File: src/rtl/up_counter_pkg.sv
// Shared types and defaults for the loadable up counter.
package up_counter_pkg;

  typedef enum logic {
    MODE_WRAP = 1'b0,
    MODE_SAT  = 1'b1
  } mode_e;

  localparam int unsigned DEF_WIDTH    = 4;
  localparam int unsigned DEF_PRESCALE = 1;

endpackage

File: src/rtl/up_counter_prescaler.sv
// Enable prescaler: emits one tick per PRESCALE enabled clocks.
module up_counter_prescaler
  import up_counter_pkg::*;
#(
  parameter int unsigned PRESCALE = 2
) (
  input  logic clk,
  input  logic rst_n,
  input  logic en,
  input  logic sync_clr,
  output logic tick
);

  localparam int unsigned PW = (PRESCALE > 1) ? $clog2(PRESCALE) : 1;

  logic [PW-1:0] pc;

  assign tick = en && (pc == PW'(PRESCALE - 1));

  always_ff @(posedge clk or negedge rst_n) begin
    if (!rst_n) begin
      pc <= '0;
    end else if (sync_clr) begin
      pc <= '0;
    end else if (en) begin
      pc <= tick ? '0 : pc + 1'b1;
    end
  end

endmodule

File: src/rtl/up_counter_mod.sv
// Loadable up counter with programmable terminal value, wrap/saturate mode,
// optional enable prescaler and sticky overflow flag.
module up_counter_mod
  import up_counter_pkg::*;
#(
  parameter int unsigned WIDTH    = DEF_WIDTH,
  parameter int unsigned PRESCALE = DEF_PRESCALE
) (
  input  logic             clk,
  input  logic             rst_n,
  input  logic             en,
  input  logic             clr,
  input  logic             load,
  input  logic [WIDTH-1:0] load_val,
  input  logic [WIDTH-1:0] limit,
  input  logic             sat_mode,
  input  logic             ovf_clr,
  output logic [WIDTH-1:0] count,
  output logic             tc,
  output logic             wrap,
  output logic             ovf
);

  logic tick;
  logic step;
  logic at_limit;
  logic sync_clr;

  assign sync_clr = clr | load;

  generate
    if (PRESCALE > 1) begin : g_pre
      up_counter_prescaler #(
        .PRESCALE (PRESCALE)
      ) u_pre (
        .clk      (clk),
        .rst_n    (rst_n),
        .en       (en),
        .sync_clr (sync_clr),
        .tick     (tick)
      );
    end else begin : g_nopre
      assign tick = en;
    end
  endgenerate

  // ">=" rather than "==" so a limit lowered under the count still terminates
  assign at_limit = (count >= limit);
  assign step     = tick && !sync_clr;
  assign tc       = step && at_limit;

  always_ff @(posedge clk or negedge rst_n) begin
    if (!rst_n) begin
      count <= '0;
      wrap  <= 1'b0;
      ovf   <= 1'b0;
    end else begin
      wrap <= 1'b0;
      if (clr) begin
        count <= '0;
      end else if (load) begin
        count <= load_val;
      end else if (step) begin
        if (!at_limit) begin
          count <= count + 1'b1;
        end else if (sat_mode == MODE_WRAP) begin
          count <= '0;
          wrap  <= 1'b1;
        end
      end

      if (tc) begin
        ovf <= 1'b1;
      end else if (ovf_clr) begin
        ovf <= 1'b0;
      end
    end
  end

endmodule
File: config.mk
export PLATFORM = sky130hd
export DESIGN_NAME = up_counter_mod
export DESIGN_NICKNAME = d
export VERILOG_FILES = /design/src/rtl/up_counter_pkg.sv /design/src/rtl/up_counter_prescaler.sv /design/src/rtl/up_counter_mod.sv
export SDC_FILE = /design/constraint.sdc
export NUM_CORES = 1
export LEC_CHECK = 0
export BUFFER_PORTS_ARGS = -buffer_cell sky130_fd_sc_hd__buf_4
export CORE_MARGIN = 8
export CORE_UTILIZATION = 30
export CTS_BUF_LIST = sky130_fd_sc_hd__clkbuf_16
export DETAILED_ROUTE_END_ITERATION = 10
export HOLD_SLACK_MARGIN = 0.08
export SYNTH_ARGS = -nofsm -noshare
export SYNTH_HDL_FRONTEND = slang
export SYNTH_SLANG_ARGS = --single-unit
File: constraint.sdc
create_clock -name clk -period 2.4 [get_ports clk]
set_clock_uncertainty 0.2 [all_clocks]
set_input_delay 0.24 -clock clk [delete_from_list [all_inputs] [get_ports clk]]
set_output_delay 0.24 -clock clk [all_outputs]
set_load 0.005 [all_outputs]
=== Word-level counts from Yosys, hierarchy flattened ===
Cells that the tools add are included.

* Output and inout bits: 7
* Bits in registers: 6
* Input bits: 15
* Logic and storage cells: 25

* Bitwise gates (word level): 1
* Equality and inequality tests: 1
* Order comparisons: 1
* Reduce and logical (&&, ||, !) cells: 6
* $add $sub $neg: 1
* Mux-type cells: 12

{| class="wikitable"
|+ Operators by type and width
! kind !! number
|-
| 4-bit two-way mux || 5
|-
| 1-bit two-way mux || 7
|-
| 4-bit by 1-bit adder with 4-bit output (second input constant) || 1
|-
| 4-bit greater-or-equal comparator || 1
|-
| 4-bit != test (second input constant) || 1
|-
| 3-bit nonzero test || 1
|-
| 1-bit logical AND || 2
|-
| 2-bit AND reduction || 1
|-
| 2-bit nonzero test || 1
|-
| 1-bit zero test || 1
|-
| 1-bit OR || 1
|}

=== Longest topological paths before layout ===
Gate-level depths: netlist (run 1).

* Word-level depth: 6
* Gate-level depth with buffers: 6
* Mapped depth without buffers: 6

=== Least setup slack after synthesis (run 1) ===
No wires, ideal clock.

* Kind: register to register
* Start point: reg count[0]
* End point: reg count[2]
* Buffers on the path: 0
* Data arrival time: 1619 ps
* Stages on the path, launching flop included: 7
* Path slack: 459 ps
* Required time: 2078 ps
* Clock period less this slack: 1941 ps
* Cells stage by stage: dfrtp_1 -> inv_1 -> ha_1 -> nor3b_2 -> o21ai_2 -> mux2_1 -> a32o_1

* Cells in the longest elaborated chain, start to end: 5
* Elaborated cells on any way between the ends: 8
* Classes of those cells: 1 x add/sub; 1 x order compare; 1 x eq/ne; 4 x mux; 1 x reduce/logical

{| class="wikitable"
|+ RTL lines
! what !! RTL line !! RTL
|-
| start: declaration || up_counter_mod.sv:18 || <nowiki>output logic [WIDTH-1:0] count,</nowiki>
|-
| start signal: assignment || up_counter_mod.sv:62 || <nowiki>count <= load_val;</nowiki>
|-
| start signal: assignment || up_counter_mod.sv:65 || <nowiki>count <= count + 1'b1;</nowiki>
|-
| 4-bit by 1-bit adder with 4-bit output or 4-bit greater-or-equal comparator (tied branches) || up_counter_mod.sv:65, up_counter_mod.sv:48 ||
|-
| 4-bit two-way mux || up_counter_mod.sv:64 || <nowiki>if (!at_limit) begin</nowiki>
|-
| 4-bit two-way mux || up_counter_mod.sv:63 || <nowiki>end else if (step) begin</nowiki>
|-
| 4-bit two-way mux || up_counter_mod.sv:61 || <nowiki>end else if (load) begin</nowiki>
|-
| 4-bit two-way mux || up_counter_mod.sv:59 || <nowiki>if (clr) begin</nowiki>
|}

Parallel ways exist; a longest one is shown, timed or not. The select of a mux whose other input is x is not followed.
A chain may end at the register's enable or synchronous reset.

=== Final worst setup path (run 1) ===
* Start point: reg count[0]
* End point: out tc

* Cells in the longest elaborated chain, start to end: 2

{| class="wikitable"
|+ RTL lines
! what !! RTL line !! RTL
|-
| 4-bit greater-or-equal comparator || up_counter_mod.sv:48 || <nowiki>assign at_limit = (count >= limit);</nowiki>
|-
| 1-bit logical AND || up_counter_mod.sv:50 || <nowiki>assign tc = step && at_limit;</nowiki>
|-
| end: declaration || up_counter_mod.sv:19 || <nowiki>output logic tc,</nowiki>
|}

Every way passes these cells.

==> flow_summary.ini, run 1 <==
[status]
outcome = completed

[placed_design]
hpwl_mm = 1.064
io_buffer_count = 21
gp_congestion = 0.8357

[finish]
syn2layout_area_growth_pct = 62.16
antenna_cells = 0
fin_nets = 100
layout-drive-gt1-share_pct = 37.18

[sta]
maxSlewViolCount = 0
fin_crit_sh_pct = 88.90
period_needed_ps = 2134
hold_viol_final = 0
tightest_slew_ps = 274.3
slew-limit-headroom_pct = 81.71
setup_tns_ps = 0
rsz0062_at_grt = no
maxClockFrequency_mhz = 468.7
setup_violations = 0

[synthesis]
synth_seq_area_share_pct = 32.43
ys_ff_latch = 6
ys_top_cells_by_area = dfrtp_1 32%, ha_1 14%, inv_1 5.7%
synthArstFlopShare_pct = 100.0
synth_cell_types = 24
syn_inst = 51
synth_flop_cell = dfrtp_1
yosysWarnings = 0
synth.cell_area_um2 = 462.9
synth_nets = 71
syn_area_per_cell_um2 = 9.077
synth_top_area_share_pct = 32.43
synth_edf_count = 0
synth_top_area_cell = dfrtp_1

[floorplan]
rows = 14
io_pins = 22
die_h_um = 55.28
dieArea_um2 = 3056
die_w_um = 55.28
core_um2 = 1471
start_util_pct = 31.46

[clock_network]
cts_tree = built
post-cts-setup-buffers = 0
cts_resized = 0
path_clk_slew_ps = 30
cts_root_buffer = clkbuf_16
clk_latency_ps = 230
cts-htree-levels = 1
cts_made_buffers = 3
cts_sinks = 6
clk_path_buf_depth = 2
cts_hold_buffers = 4

[drt]
postRouteAntennaNets = 0
drc = 0
wl_per_cell_um = 13.61
avgViaCountPerCell = 4.883
finalWirelength_mm = 1.279
first_pass_iters = 4
drt_iter0_markers = 11
num_vias = 459

[critical_path]
start_kind = register
worst-path-max-fanout = 6
cp.required_ps = 1960
r2r-start = count[0]$_DFFE_PN0P_
arrival_ps = 1690
r2r-end = count[2]$_DFFE_PN0P_
reg2reg_slack_ps = 370
crit_type = reg -> out
cp-end-kind = output port
reg2reg_depth = 6

[worst_hold_path]
min_from = en
hp-class = in -> reg
min_delay_worst_endpoint = wrap$_DFF_PN0_
whs_path_depth = 3

[power]
ir_worst_vdd_mv = 0.4707
p_per_area_nw_per_um2 = 645.9
p_leak_nw = 0.3785
power_uw = 484.9

[grt]
grt_start_max_net_pins = 10
grt_pass1_vias = 515
grtUsageTotal_pct = 8.803
overflow = 0
grt_pass1_wl_mm = 2.214
antenna_found_initial = 0

[flow_run]
maxCapViolCount = 0
==> critical path: stages, from the launching register on <==
cell and delay, ps:
dfrtp_1 420, inv_1 70, ha_1 280, nor3b_2 230
o21ai_2 140, nand3_1 140, inv_1 60, buf_4 130
==> worst max-delay path by stage <==
stage,slack [ps],startpoint,end,depth (start not counted)
floorplan,460,count[0]$_DFFE_PN0P_,count[2]$_DFFE_PN0P_,6
global placement,360,count[0]$_DFFE_PN0P_,count[2]$_DFFE_PN0P_,6
detailed placement,360,count[0]$_DFFE_PN0P_,count[2]$_DFFE_PN0P_,6
CTS,250,count[0]$_DFFE_PN0P_,tc,7
global route,140,count[0]$_DFFE_PN0P_,tc,7
finish,270,count[0]$_DFFE_PN0P_,tc,7
==> cells by family after synthesis <==
kind of cell,count (synthesis),share of synthesized area (%)
flops,6,32.43
fa+ha+maj,5,13.51
mux,1,2.432
compound gates,14,24.86
buf+inv,8,6.757
xor+xnor,1,1.892
simple gates,16,18.11
==> metal layers <==
layer | part of all wire [%] | wire length, um | up-vias | track usage (%)
met5 | 0 | 0 | - | 0
met4 | 2.3 | 29 | 0 | 6.690
met3 | 3.9 | 50 | 4 | 3.196
met2 | 54 | 693 | 10 | 15.38
met1 | 39 | 504 | 209 | 8.087
li1 | - | - | 236 | -
==> cell type report <==
class	count	area (um2)
fill	142	720.7
timing repair buffer	25	197.7
tap	16	20.02
inverter	7	26.28
sequential	6	150.1
clock buffer	3	75.07
multi-input combinational	37	281.5
==> stage by stage <==
stage	worst slack [ps]	hold slack (ps)	area, um2	utilization (%)	std cells
floorplan	459.3	-255.6	462.9	-	51
global placement	361.4	-145.0	635.6	43.20	87
detailed placement	360.1	-145.3	635.6	43.20	87
CTS	246.6	132.6	750.7	51.02	94
global route	135.5	162.3	750.7	51.02	94
finish	266.5	131.5	750.7	51.02	94
==> sequential cells by signal (all words and copies together), names as in the netlist <==
register and cells:
wrap 1, ovf 1, count 4
==> Yosys cell counts (all sizes together) (2+ instances only) <==
master	count
dfrtp	6
nand3	2
inv	7
ha	5
nand2b	2
nor2	3
a21oi	2
o211ai	2
nand2	5
and2	2
o21ai	4
a22o	2
==> cells in the final DEF, fill, tap and decap left out, types with 2 or more instances in the layout <==
cell type / Yosys / routed
o21ai_0: 3 / 3
ha_1: 5 / 5
nor2_1: 3 / 3
dfrtp_1: 6 / 6
clkbuf_16: 0 / 3
inv_1: 7 / 7
nand2b_1: 2 / 2
buf_4: 0 / 21
a22o_1: 2 / 2
nand2_1: 5 / 5
and2_1: 2 / 2
nand3_1: 2 / 2
dlygate4sd3_1: 0 / 4
==> power by group <==
part,switching (mW),internal (mW)
combinational,0.0442,0.0547
clock,0.0541,0.214
sequential,0.00913,0.109
Power figures use the tool's default switching activity.
==> run 2: changes to the inputs <==
- CORE_AREA: default -> 8 8 45 47
- CORE_MARGIN: 8 -> default
- CORE_UTILIZATION: 30 -> default
- DIE_AREA: default -> 0 0 53 55
==> run 2 against run 1 <==
Net effect:
- routed wire length fell by 1.5%
- cell count unchanged
- die area fell by 4.6%
- sequential share of layout area unchanged
- fmax decreased by 0.13%
- hold slack worse by 10 ps
- highest routed layer unchanged
- register-to-register slack lost 30 ps
==> flow_summary.ini, run 2 (synthesis results as in run 1) <==
[placed_design]
gp_congestion = 0.7698
dp.cells = 87
dp_slack_ps = 362.8
hpwl_mm = 1.029
io_buffer_count = 21

[critical_path]
crit_type = reg -> out
worst-path-max-fanout = 6
cp-end-kind = output port
r2r-start = count[1]$_DFFE_PN0P_
start_kind = register
cp.required_ps = 1960
crit_slowest_cell = dfrtp_1
arrival_ps = 1700
crit_chain = ha_1 -> o211ai_2 -> o21ai_2 -> nand3_1 -> inv_1 -> buf_4
reg2reg_depth = 5
r2r-end = count[2]$_DFFE_PN0P_
max_stage_delay_ps = 430
reg2reg_slack_ps = 340

[clock_network]
clk_latency_ps = 230
path_clk_slew_ps = 30
cts_root_buffer = clkbuf_16
cts_made_buffers = 3
clk_path_buf_depth = 2
cts_sinks = 6
post-cts-setup-buffers = 0
cts-htree-levels = 1
cts_tree = built

[power]
power_frac_clock_pct = 55.0
p_comb_share_pct = 20.5
p_per_area_nw_per_um2 = 642.7
ir_worst_vdd_mv = 0.5357
p_leak_nw = 0.3785
pwr-share-seq_pct = 24.5
p_int_uw = 377.2
p_sw_share_pct = 21.83
p_sw_uw = 105.3

[sta]
period_needed_ps = 2136
fin_crit_sh_pct = 89.01
hold_viol_final = 0
slew-limit-headroom_pct = 82.17
tightest_slew_ps = 267.4
worst_slack_ps = 263.7
maxSlewViolCount = 0
setup_violations = 0
rsz0062_at_grt = no
maxClockFrequency_mhz = 468.1
setup_tns_ps = 0

[worst_hold_path]
min_from = en
whs_path_depth = 3
min_delay_worst_endpoint = wrap$_DFF_PN0_
hp-class = in -> reg

[finish]
final-seq-area_um2 = 150.1
n_fill_cell = 139
mostFrequentLayoutCell = buf_4
final_cell_count_no_fill = 94
fin_nets = 100
antenna_cells = 0
final_cell_mix = 21 x buf_4, 7 x inv_1, 6 x dfrtp_1
multi_input_area_um2 = 281.5
syn2layout_area_growth_pct = 62.16
reg_top3 = count x4, ovf x1, wrap x1
layout-drive-gt1-share_pct = 37.18
largest_reg_flops = 4
regMostFlops = count

[drt]
num_vias = 474
avgViaCountPerCell = 5.043
wl_per_cell_um = 13.40
drt_iter0_markers = 6
first_pass_iters = 4
postRouteAntennaNets = 0
drc = 0
finalWirelength_mm = 1.260

[grt]
grt_pass1_vias = 488
grtUsageTotal_pct = 9.490
overflow = 0
grt_start_max_net_pins = 10
grt_pass1_wl_mm = 2.049
antenna_found_initial = 0

[floorplan]
core_um2 = 1384
io_pins = 22
rows = 14
die_h_um = 55
start_util_pct = 33.45
dieArea_um2 = 2915
die_w_um = 53

[flow_run]
maxCapViolCount = 0

[status]
outcome = completed
[run 2: power groups by stage]
| stage | Sequential, mW | Clock (mW) | Combinational [mW] |
|---|---|---|---|
| after floorplan | 0.118 | 0 | 0.0514 |
| after global placement | 0.119 | 0 | 0.0940 |
| after detailed placement | 0.119 | 0 | 0.0952 |
| after CTS | 0.118 | 0.269 | 0.101 |
| after global routing | 0.120 | 0.276 | 0.110 |
| final | 0.118 | 0.265 | 0.0989 |
[run 2: layout make-up]
cell class	count	share of cell area, %
Inverter	7	3.500
Clock buffer	3	10.00
Tap cell	16	2.667
Multi-Input combinational cell	37	37.50
Sequential cell	6	20.00
Timing Repair Buffer	25	26.33
[run 2: routing by layer]
layer | global-route usage [%] | share of wire, %
met5 | 0 | 0
met3 | 3.476 | 6.1
met1 | 9.370 | 37
met4 | 3.879 | 1.6
met2 | 17.58 | 56
[run 2: how the worst max path moves through the flow]
stage	start	endpoint	slack, ps
floorplan	count[0]$_DFFE_PN0P_	count[2]$_DFFE_PN0P_	460
global placement	count[1]$_DFFE_PN0P_	count[2]$_DFFE_PN0P_	390
detailed placement	count[1]$_DFFE_PN0P_	count[2]$_DFFE_PN0P_	360
CTS	count[1]$_DFFE_PN0P_	tc	250
global route	count[1]$_DFFE_PN0P_	tc	150
finish	count[1]$_DFFE_PN0P_	tc	260
[run 2: metrics by stage]
stage               area, um2  hold slack [ps]  total power, mW  utilization, %
floorplan               462.9           -255.6           0.1696               -
global placement        635.6           -146.4           0.2130           45.93
detailed placement      635.6           -144.0           0.2145           45.93
CTS                     750.7            122.3           0.4885           54.25
global route            750.7            148.5           0.5056           54.25
finish                  750.7            121.5           0.4825           54.25
[run 2: worst max-delay path, delay by kind of cell (launching register included)]
family	cells	cell delay, ps
adder cells (fa/ha/maj)	1	320
flip-flops	1	430
buffers and inverters	2	180
AND/OR/NAND/NOR	1	160
AO/OA/AOI/OAI	2	380
[run 2: timing repair]
item                      4_1_cts  5_1_grt
resized for setup               0        0
hold endpoints to repair        9        0
hold buffers                    4        0
